==> src/rtl/load_store_unit.sv <==
// Single-outstanding load/store unit: accepts one request, runs one memory
// access (or flags an error without touching memory), and returns a one-cycle response.
module load_store_unit #(
  parameter int ADDR_W = 32
) (
  input  logic              clk,
  input  logic              rst_n,
  input  logic              req_valid,
  input  logic              req_store,
  input  logic [2:0]        req_funct3,
  input  logic [ADDR_W-1:0] req_addr,
  input  logic [31:0]       req_wdata,
  output logic              req_ready,
  output logic              busy,
  output logic              mem_req,
  output logic              mem_we,
  output logic [ADDR_W-1:0] mem_addr,
  output logic [31:0]       mem_wdata,
  output logic [3:0]        mem_wmask,
  input  logic              mem_ready,
  input  logic [31:0]       mem_rdata,
  output logic              rsp_valid,
  output logic [31:0]       rsp_rdata,
  output logic              misalign,
  output logic [1:0]        state_dbg
);

  // Handshakes: a request transfers on a rising edge where req_valid & req_ready;
  // a memory access completes on a rising edge in WAIT where mem_ready = 1;
  // rsp_valid is a single-cycle pulse with no back-pressure.
  typedef enum logic [1:0] {
    IDLE = 2'd0,
    WAIT = 2'd1,
    RESP = 2'd2
  } state_t;

  state_t              state_q, state_d;
  logic                store_q;
  logic [2:0]          funct3_q;
  logic [ADDR_W-1:0]   addr_q;
  logic [31:0]         wdata_q;
  logic [31:0]         rdata_q;
  logic                err_q;

  logic                req_legal;
  logic                req_misaligned;
  logic                req_err;
  logic                accept;
  logic [31:0]         lane_shifted;
  logic [31:0]         load_result;
  logic [3:0]          lane_mask;
  logic [31:0]         lane_wdata;

  assign accept = (state_q == IDLE) && req_valid;

  always_comb begin
    req_legal      = 1'b0;
    req_misaligned = 1'b0;
    if (req_store) req_legal = (req_funct3 == 3'b000) || (req_funct3 == 3'b001) ||
                               (req_funct3 == 3'b010);
    else           req_legal = (req_funct3 == 3'b000) || (req_funct3 == 3'b001) ||
                               (req_funct3 == 3'b010) || (req_funct3 == 3'b100) ||
                               (req_funct3 == 3'b101);
    if (req_funct3[1:0] == 2'b01) req_misaligned = req_addr[0];
    if (req_funct3[1:0] == 2'b10) req_misaligned = (req_addr[1:0] != 2'b00);
    req_err = !req_legal || req_misaligned;
  end

  // Loaded byte/half is first moved down to bit 0, then extended.
  always_comb begin
    lane_shifted = mem_rdata >> {addr_q[1:0], 3'b000};
    load_result  = mem_rdata;
    case (funct3_q)
      3'b000:  load_result = {{24{lane_shifted[7]}}, lane_shifted[7:0]};
      3'b001:  load_result = {{16{lane_shifted[15]}}, lane_shifted[15:0]};
      3'b100:  load_result = {24'd0, lane_shifted[7:0]};
      3'b101:  load_result = {16'd0, lane_shifted[15:0]};
      default: load_result = mem_rdata;
    endcase
  end

  always_comb begin
    lane_mask  = 4'b1111;
    lane_wdata = wdata_q;
    case (funct3_q[1:0])
      2'b00: begin
        lane_mask  = 4'b0001 << addr_q[1:0];
        lane_wdata = {4{wdata_q[7:0]}};
      end
      2'b01: begin
        lane_mask  = 4'b0011 << addr_q[1:0];
        lane_wdata = {2{wdata_q[15:0]}};
      end
      default: begin
        lane_mask  = 4'b1111;
        lane_wdata = wdata_q;
      end
    endcase
  end

  always_comb begin
    state_d = state_q;
    case (state_q)
      IDLE:    if (req_valid) state_d = req_err ? RESP : WAIT;
      WAIT:    if (mem_ready) state_d = RESP;
      RESP:    state_d = IDLE;
      default: state_d = IDLE;
    endcase
  end

  always_ff @(posedge clk or negedge rst_n) begin
    if (!rst_n) begin
      state_q  <= IDLE;
      store_q  <= 1'b0;
      funct3_q <= 3'd0;
      addr_q   <= '0;
      wdata_q  <= 32'd0;
      rdata_q  <= 32'd0;
      err_q    <= 1'b0;
    end else begin
      state_q <= state_d;
      if (accept) begin
        store_q  <= req_store;
        funct3_q <= req_funct3;
        addr_q   <= req_addr;
        wdata_q  <= req_wdata;
        err_q    <= req_err;
        if (req_err) rdata_q <= 32'd0;
      end
      if ((state_q == WAIT) && mem_ready) rdata_q <= store_q ? 32'd0 : load_result;
    end
  end

  // Memory outputs are decoded from state so an async reset drops them at once.
  assign mem_req   = (state_q == WAIT);
  assign mem_we    = mem_req && store_q;
  assign mem_addr  = mem_req ? {addr_q[ADDR_W-1:2], 2'b00} : '0;
  assign mem_wdata = mem_we ? lane_wdata : 32'd0;
  assign mem_wmask = mem_we ? lane_mask : 4'b0000;

  assign req_ready = (state_q == IDLE);
  assign busy      = !req_ready;
  assign rsp_valid = (state_q == RESP);
  assign misalign  = rsp_valid && err_q;
  assign rsp_rdata = rdata_q;
  assign state_dbg = state_q;

endmodule

==> config.mk <==
export PLATFORM = sky130hd
export DESIGN_NAME = load_store_unit
export DESIGN_NICKNAME = d
export VERILOG_FILES = /design/src/rtl/load_store_unit.sv
export SDC_FILE = /design/constraint.sdc
export NUM_CORES = 1
export LEC_CHECK = 0
export ABC_AREA = 1
export BUFFER_PORTS_ARGS = -buffer_cell sky130_fd_sc_hd__buf_2
export CORE_MARGIN = 2
export CORE_UTILIZATION = 28
export DETAILED_ROUTE_END_ITERATION = 6
export GPL_ROUTABILITY_DRIVEN = 0
export SLEW_MARGIN = 10
export SYNTH_ARGS = -nofsm -noshare
export SYNTH_HDL_FRONTEND = slang
export SYNTH_SLANG_ARGS = --single-unit
==> constraint.sdc <==
create_clock -name clk -period 1.4 [get_ports clk]
set_input_delay 0.07 -clock clk [delete_from_list [all_inputs] [get_ports clk]]
set_output_delay 0.07 -clock clk [all_outputs]
set_load 0.01 [all_outputs]
==> impl_results.md, run 1 <==
- Vias per cell: 4.831
- Initial antenna violation count: 5
- Die height: 141.2 um
- R2r endpoint: addr_q[27]
- Failing checks: negative setup slack
- Register bit total from synthesis: 103
- Min-Delay Path Class: input port to flip-flop
- Post-DP HPWL: 12610 um
- Share of post-route cells with drive strength above 1: 0.4180
- Mean Syn Cell Area: 7.211 um^2
- CTS max path bufs: 2
- Max-Cap Viols: 0
- Worst hold start: mem_rdata[7]
- Hold-critical path depth: 3
- DR iter-0 viols: 333
- Switch Pwr: 4.675 mW
- Sequential power share: 0.345
- Final setup margin: -0.3327 ns
- CTS tree: yes
- Hold Path Sink: rsp_rdata[7]
- Crit path time final: 1.733 ns
- Worst-Skew Late Latency: 0.35 ns
- GRT Total Usage: 0.1947
- Combinational power share: 0.441
- Number of fill cells: 1661
- Max H-tree Level: 3
- Most common cell after layout, fill and taps aside: nand2_1
- Final Skew: 0.01044 ns
- Switching Fraction: 0.3938
- WP data arrival: 1.66 ns
- Crit path launch type: flip-flop
- Worst R2R Path Depth: 10
- Ports: 212
- Die Width: 141.2 um
- Wire length per cell: 17.29 um
- Leakage power: 4.923 nW
- Area grow syn2layout: 83.08%
- Most frequent cells in the layout: nand2_1, buf_2, dfrtp_1, nor2_1, dlygate4sd3_1
- Endpoint type of the worst setup path: primary output
- P_int: 7.196 mW
- Crit Path Category: flip-flop to primary output
- Number of global-route vias before repair: 6021
- Slew margin rel.: 0.5287
- Mapped Area: 5271 um^2
- CTS buffer count: 9
- Initial Util: 0.2837
- Top-area cell type share of the netlist area: 0.4890
- Final net count: 1166
- Clk slew on worst S/H paths: 0.07 ns
- Detailed Routing Iterations Pass 1: 6
- I/O Buffers: 209
- CP required: 1.33 ns
- Post-Route Setup TNS: -29.22 ns
- R2R Path Start: state_dbg[0]
- Synth area leader: dfrtp_1
- Final instance area: 9651 um^2
- Cell area after placement: 6802 um^2
- Largest net degree at the start of global routing: 51
- FMAX: 577.1 MHz
- Warnings from Yosys: 0
- Remaining DRCs: 0
- Via count: 6300
- Antenna Nets Post-Route: 0
- Pwr Density: 1230 nW/um^2
- Worst R2R Setup Slack: -0.25 ns
- Max-slew violation count: 0
- Root Buffer: clkbuf_16
- Post-synthesis sequential area ratio: 0.4890
- RSZ-0062 raised after global routing: yes
- Clk network pwr share: 0.214
- Outcome: finished, violations left
- Max IR drop VDD: 581.3 uV
- Clk sinks: 103
- Mapped Cells: 731
- Crit share post-route: 1.238
- Worst Max-Slew Pin Slew: 0.6995 ns
- Hold Vio Cnt, Final: 0
- Unique cell type count in the Yosys netlist: 25
- DIE AREA: 19940 um^2
- First-pass GRT wire length: 30710 um
- Overflow left after global routing: 0
- Synth top area cells: dfrtp_1, nand2_1, nor2_1, o21ai_0, nand3_1
- Final setup violation count: 173
- Rows: 50
- Crit path max fanout: 8
- Core ar.: 18580 um^2
- Post-Route WL: 22540 um
## cell usage after synthesis
library cell,count
a21oi_1,15
buf_1,2
buf_2,14
buf_4,3
buf_6,3
clkbuf_1,19
clkinv_1,1
conb_1,1
dfrtp_1,103
inv_1,51
inv_2,4
nand2_1,258
nand2_2,3
nand2_4,2
nand3_1,48
nand3_2,2
nor2_1,118
nor2_2,4
nor2_4,2
nor3_1,4
o211ai_1,8
o21ai_0,51
o21ai_1,6
o221ai_1,7
o22ai_1,2
## worst max-delay path: stages, from the launching register on
cell,delay (ns)
dfrtp_2,0.42
inv_2,0.09
nand2_4,0.06
nor2_4,0.15
buf_12,0.16
o221ai_4,0.10
nor2_1,0.16
buf_2,0.16
## area by class of cell
type	count	area, um^2	share of cell area
Antenna cell	3	7.507	0.0007779
Multi-Input combinational cell	532	3003	0.3112
Sequential cell	103	2581	0.2675
Clock inverter	6	51.30	0.005316
Clock buffer	10	239.0	0.02476
Inverter	56	232.7	0.02412
Timing Repair Buffer	360	3243	0.3361
Tap cell	234	292.8	0.03034
## logic make-up (layout without fill, tap and decap cells)
logic type / count (synthesis) / count (layout) / share of synthesized area
AO/OA/AOI/OAI: 89 / 89 / 0.09376
buffers and inverters: 97 / 432 / 0.07880
flip-flops: 103 / 103 / 0.4890
other: 1 / 5 / 0.0007114
AND/OR/NAND/NOR: 441 / 441 / 0.3378
## metal layers
| metal | global-route usage | vias up | part of all wire |
|---|---|---|---|
| li1 | - | 2956 | - |
| met1 | 0.2433 | 3009 | 0.40 |
| met2 | 0.3268 | 273 | 0.50 |
| met3 | 0.05197 | 58 | 0.071 |
| met4 | 0.06526 | 4 | 0.030 |
| met5 | 0 | - | 0.0013 |
## flip-flops by register name, indices dropped and copies added (netlist names)
signal     count
addr_q        32
funct3_q       3
rsp_rdata     32
store_q        1
err_q          1
state_dbg      2
wdata_q       32
## metrics by stage
step,power [mW],util,std cells,setup slack (ns),hold slack [ns]
2_1_floorplan,6.070,-,732,-0.007701,-0.2256
3_3_place_gp,7.423,0.3661,1168,-0.06251,-0.006181
3_5_place_dp,7.465,0.3661,1168,-0.08661,-0.01028
4_1_cts,10.72,0.4525,1276,-0.3206,0.005271
5_1_grt,12.60,0.5191,1302,-0.4011,0.02210
6_report,11.87,0.5194,1304,-0.3327,0.03177
## power by group through the flow
stage	Sequential [mW]	Combinational [mW]	Clock (mW)
after floorplan	4.05	2.02	0
after global placement	4.05	3.37	0
after detailed placement	4.07	3.39	0
after CTS	4.04	4.06	2.62
after global routing	4.17	5.69	2.74
final	4.09	5.24	2.54
## worst max-delay path by stage
stage                 startpoint            end  slack [ns]  cells after the start
finish              state_dbg[1]   mem_wdata[8]       -0.33                      7
global route        state_dbg[1]   mem_wdata[8]       -0.40                      7
CTS                 state_dbg[1]  mem_wdata[31]       -0.32                      7
detailed placement  state_dbg[1]  mem_wdata[17]       -0.09                      7
global placement    state_dbg[1]  mem_wdata[17]       -0.06                      7
floorplan           state_dbg[1]  rsp_rdata[16]      -0.008                     10
## timing repair
| item | 4_1_cts | 5_1_grt |
|---|---|---|
| cloned | 6 | 20 |
| endpoints found under the hold margin | 179 | 0 |
| gates resized for setup | 76 | 221 |
| pin swaps | 9 | 27 |
| hold buffers | 77 | 0 |
| setup buffers | 9 | 8 |
| endpoints found under the setup margin | 86 | 168 |
Note: power is estimated with default switching activity, not from simulation.
==> run 2: changes to the inputs <==
- SETUP_SLACK_MARGIN: unset -> 0.1
==> run 2 against run 1 <==
Against the previous run:
- the flow still finishes with violations (negative setup slack)
- final area is 0.99% higher
- critical endpoint is now mem_wdata[16]
- combinational power is 4.6% higher
- fmax is 2.4% higher
- cell count is 1.8% higher
- critical path depth stayed put
- count of clock-buffer cells in the layout is 1 higher
- clock skew is 0.00065 ns higher
- total power is 2.7% higher
- worst setup slack better by 0.041 ns
- die area stayed put
- sequential power hardly changed
- worst hold slack better by 0.051 ns
==> impl_results.md, run 2 (synthesized netlist as in run 1, its figures left out) <==
- Post-DP HPWL: 12770 um (+1.3%)
- Max-slew violation count: 0 (unchanged)
- Hold-critical path depth: 5 (+2)
- CTS max path bufs: 2 (unchanged)
- Crit path max fanout: 16 (+8)
- Crit path launch type: flip-flop
- Final setup margin: -0.2913 ns (+0.04143 ns)
- Initial antenna violation count: 3 (-2)
- First-pass GRT wire length: 32920 um (+7.2%)
- Most common cell after layout, fill and taps aside: nand2_1
- Area grow syn2layout: 84.88%
- Slew margin rel.: 0.4956 (-0.03310)
- Endpoint type of the worst setup path: primary output
- DIE AREA: 19940 um^2 (unchanged)
- Detailed Routing Iterations Pass 1: 7 (+1)
- Antenna Nets Post-Route: 0 (unchanged)
- Final setup violation count: 171 (-1.2%)
- Outcome: finished, violations left
- Crit share post-route: 1.208 (-0.02959)
- Cell area after placement: 6943 um^2 (+2.1%)
- DR iter-0 viols: 347 (+4.2%)
- Post-Route WL: 21540 um (-4.5%)
- Crit-path slowest cell: dfrtp_2
- Overflow left after global routing: 0 (unchanged)
- Min-Delay Path Class: input port to flip-flop
- FMAX: 591.3 MHz (+2.4%)
- Sequential power share: 0.335 (-0.010)
- Pwr Total: 12.20 mW (+2.7%)
- Final instance area: 9746 um^2 (+0.99%)
- Initial Util: 0.2837 (unchanged)
- GRT Total Usage: 0.2143 (+0.01966)
- Clk network pwr share: 0.215 (about the same)
- Switching Fraction: 0.3772 (-0.01659)
- Ports: 212 (unchanged)
- Most frequent cells in the layout: nand2_1, buf_2, dfrtp_1, nor2_1, dlygate4sd3_1
- Slowest stage delay, CP: 0.41 ns (about the same)
- CP required: 1.33 ns (about the same)
- Clk slew on worst S/H paths: 0.08 ns (about the same)
- Remaining DRCs: 0 (unchanged)
- Failing checks: negative setup slack
- Wire length per cell: 16.22 um (-6.2%)
- Buffers & Inverters on Critical Path: 4 (+1)
- Root Buffer: clkbuf_16
- Die height: 141.2 um (unchanged)
- Leakage power: 5.112 nW (+3.8%)
- Pwr Density: 1251 nW/um^2 (+1.7%)
- P_int: 7.595 mW (+5.5%)
- Crit Path Category: flip-flop to primary output
- Share of post-route cells with drive strength above 1: 0.4450 (+0.02696)
- Combinational power share: 0.450 (+0.009)
- Core ar.: 18580 um^2 (unchanged)
- I/O Buffers: 209 (unchanged)
- Clk sinks: 103 (unchanged)
- Post-Route Setup TNS: -35.49 ns (-6.271 ns)
- Worst R2R Path Depth: 10 (unchanged)
- Critical path cell sequence: inv_2 -> nand2_4 -> nor2_4 -> inv_1 -> buf_12 -> a21oi_1 -> buf_2
- Largest net degree at the start of global routing: 42 (-18%)
- Crit path time final: 1.691 ns (-0.04143 ns)
- RSZ-0062 raised after global routing: yes
- Max H-tree Level: 3 (unchanged)
- WP data arrival: 1.62 ns (-0.04 ns)
- Vias per cell: 4.709 (-2.5%)
- Rows: 50 (unchanged)
- Worst Max-Slew Pin Slew: 0.7486 ns (+0.04913 ns)
- Crit path depth: 7 (unchanged)
- Final Skew: 0.01109 ns (+0.0006491 ns)
- Die Width: 141.2 um (unchanged)
- Worst-Skew Late Latency: 0.36 ns (about the same)
- CTS buffer count: 9 (unchanged)
- Hold Vio Cnt, Final: 0 (unchanged)
- Via count: 6253 (-0.75%)
- Max IR drop VDD: 788.7 uV (+36%)
- Max-Cap Viols: 0 (unchanged)
- Switch Pwr: 4.600 mW (-1.6%)
- CTS tree: yes
- Number of global-route vias before repair: 6158 (+2.3%)
- Final net count: 1189 (+2.0%)
- Crit path max-delay family: buffers and inverters
-- run 2: timing repair --
item | CTS | global route
hold endpoints to repair | 107 | 0
setup buffers | 26 | 3
gates cloned | 22 | 7
endpoints found under the setup margin | 146 | 176
pin swaps | 14 | 16
hold buffers | 78 | 0
gates resized for setup | 153 | 103
-- run 2: power groups by stage --
stage | Combinational (mW) | Sequential, mW | Clock [mW]
final | 5.48 | 4.09 | 2.62
after floorplan | 2.11 | 4.05 | 0
after global routing | 5.99 | 4.18 | 2.77
after detailed placement | 3.52 | 4.07 | 0
after global placement | 3.50 | 4.06 | 0
after CTS | 5.05 | 4.07 | 2.68
-- run 2: layer usage --
layer	global-route usage	wire, um	vias to the layer above
li1	-	-	3021
met1	0.2766	9280	2985
met2	0.3623	10560	218
met3	0.03974	1234	29
met4	0.07263	464	0
met5	0	0	-
-- run 2: layout make-up --
class                           count  area, um^2
Tap cell                          234       292.8
Clock inverter                      5       50.05
Multi-Input combinational cell    532        2892
Antenna cell                        4       10.01
Sequential cell                   103        2584
Inverter                           56       232.7
Fill cell                        1685        8835
Clock buffer                       11       252.7
Timing Repair Buffer              383        3432
-- run 2: path summary, 6_finish.rpt --
kind,startpoint,end,slack [ns]
max,state_dbg[1],mem_wdata[16],-0.29
max reg2reg,state_dbg[1],rsp_rdata[26],-0.27
min,mem_rdata[9],rsp_rdata[9],0.08
min reg2reg,wdata_q[26],wdata_q[26],0.49
min in group asynchronous,rst_n,addr_q[5],0.21
max in group asynchronous,rst_n,funct3_q[0],0.58
-- run 2: worst register-to-register path, delay by kind of cell, from the launching register on --
kind / cells / cell delay, ns
buffers and inverters: 5 / 0.67
flip-flops: 1 / 0.41
AND/OR/NAND/NOR: 5 / 0.47
-- run 2: metrics by stage --
stage	hold WS [ns]	worst slack (ns)	utilization	cells
3_5_place_dp	0.07063	-0.09227	0.3737	1176
4_1_cts	0.07293	-0.2924	0.5033	1318
2_1_floorplan	-0.2256	0.01170	-	732
5_1_grt	0.1133	-0.3971	0.5240	1324
3_3_place_gp	0.07073	-0.1686	0.3737	1176
6_report	0.08255	-0.2913	0.5245	1328
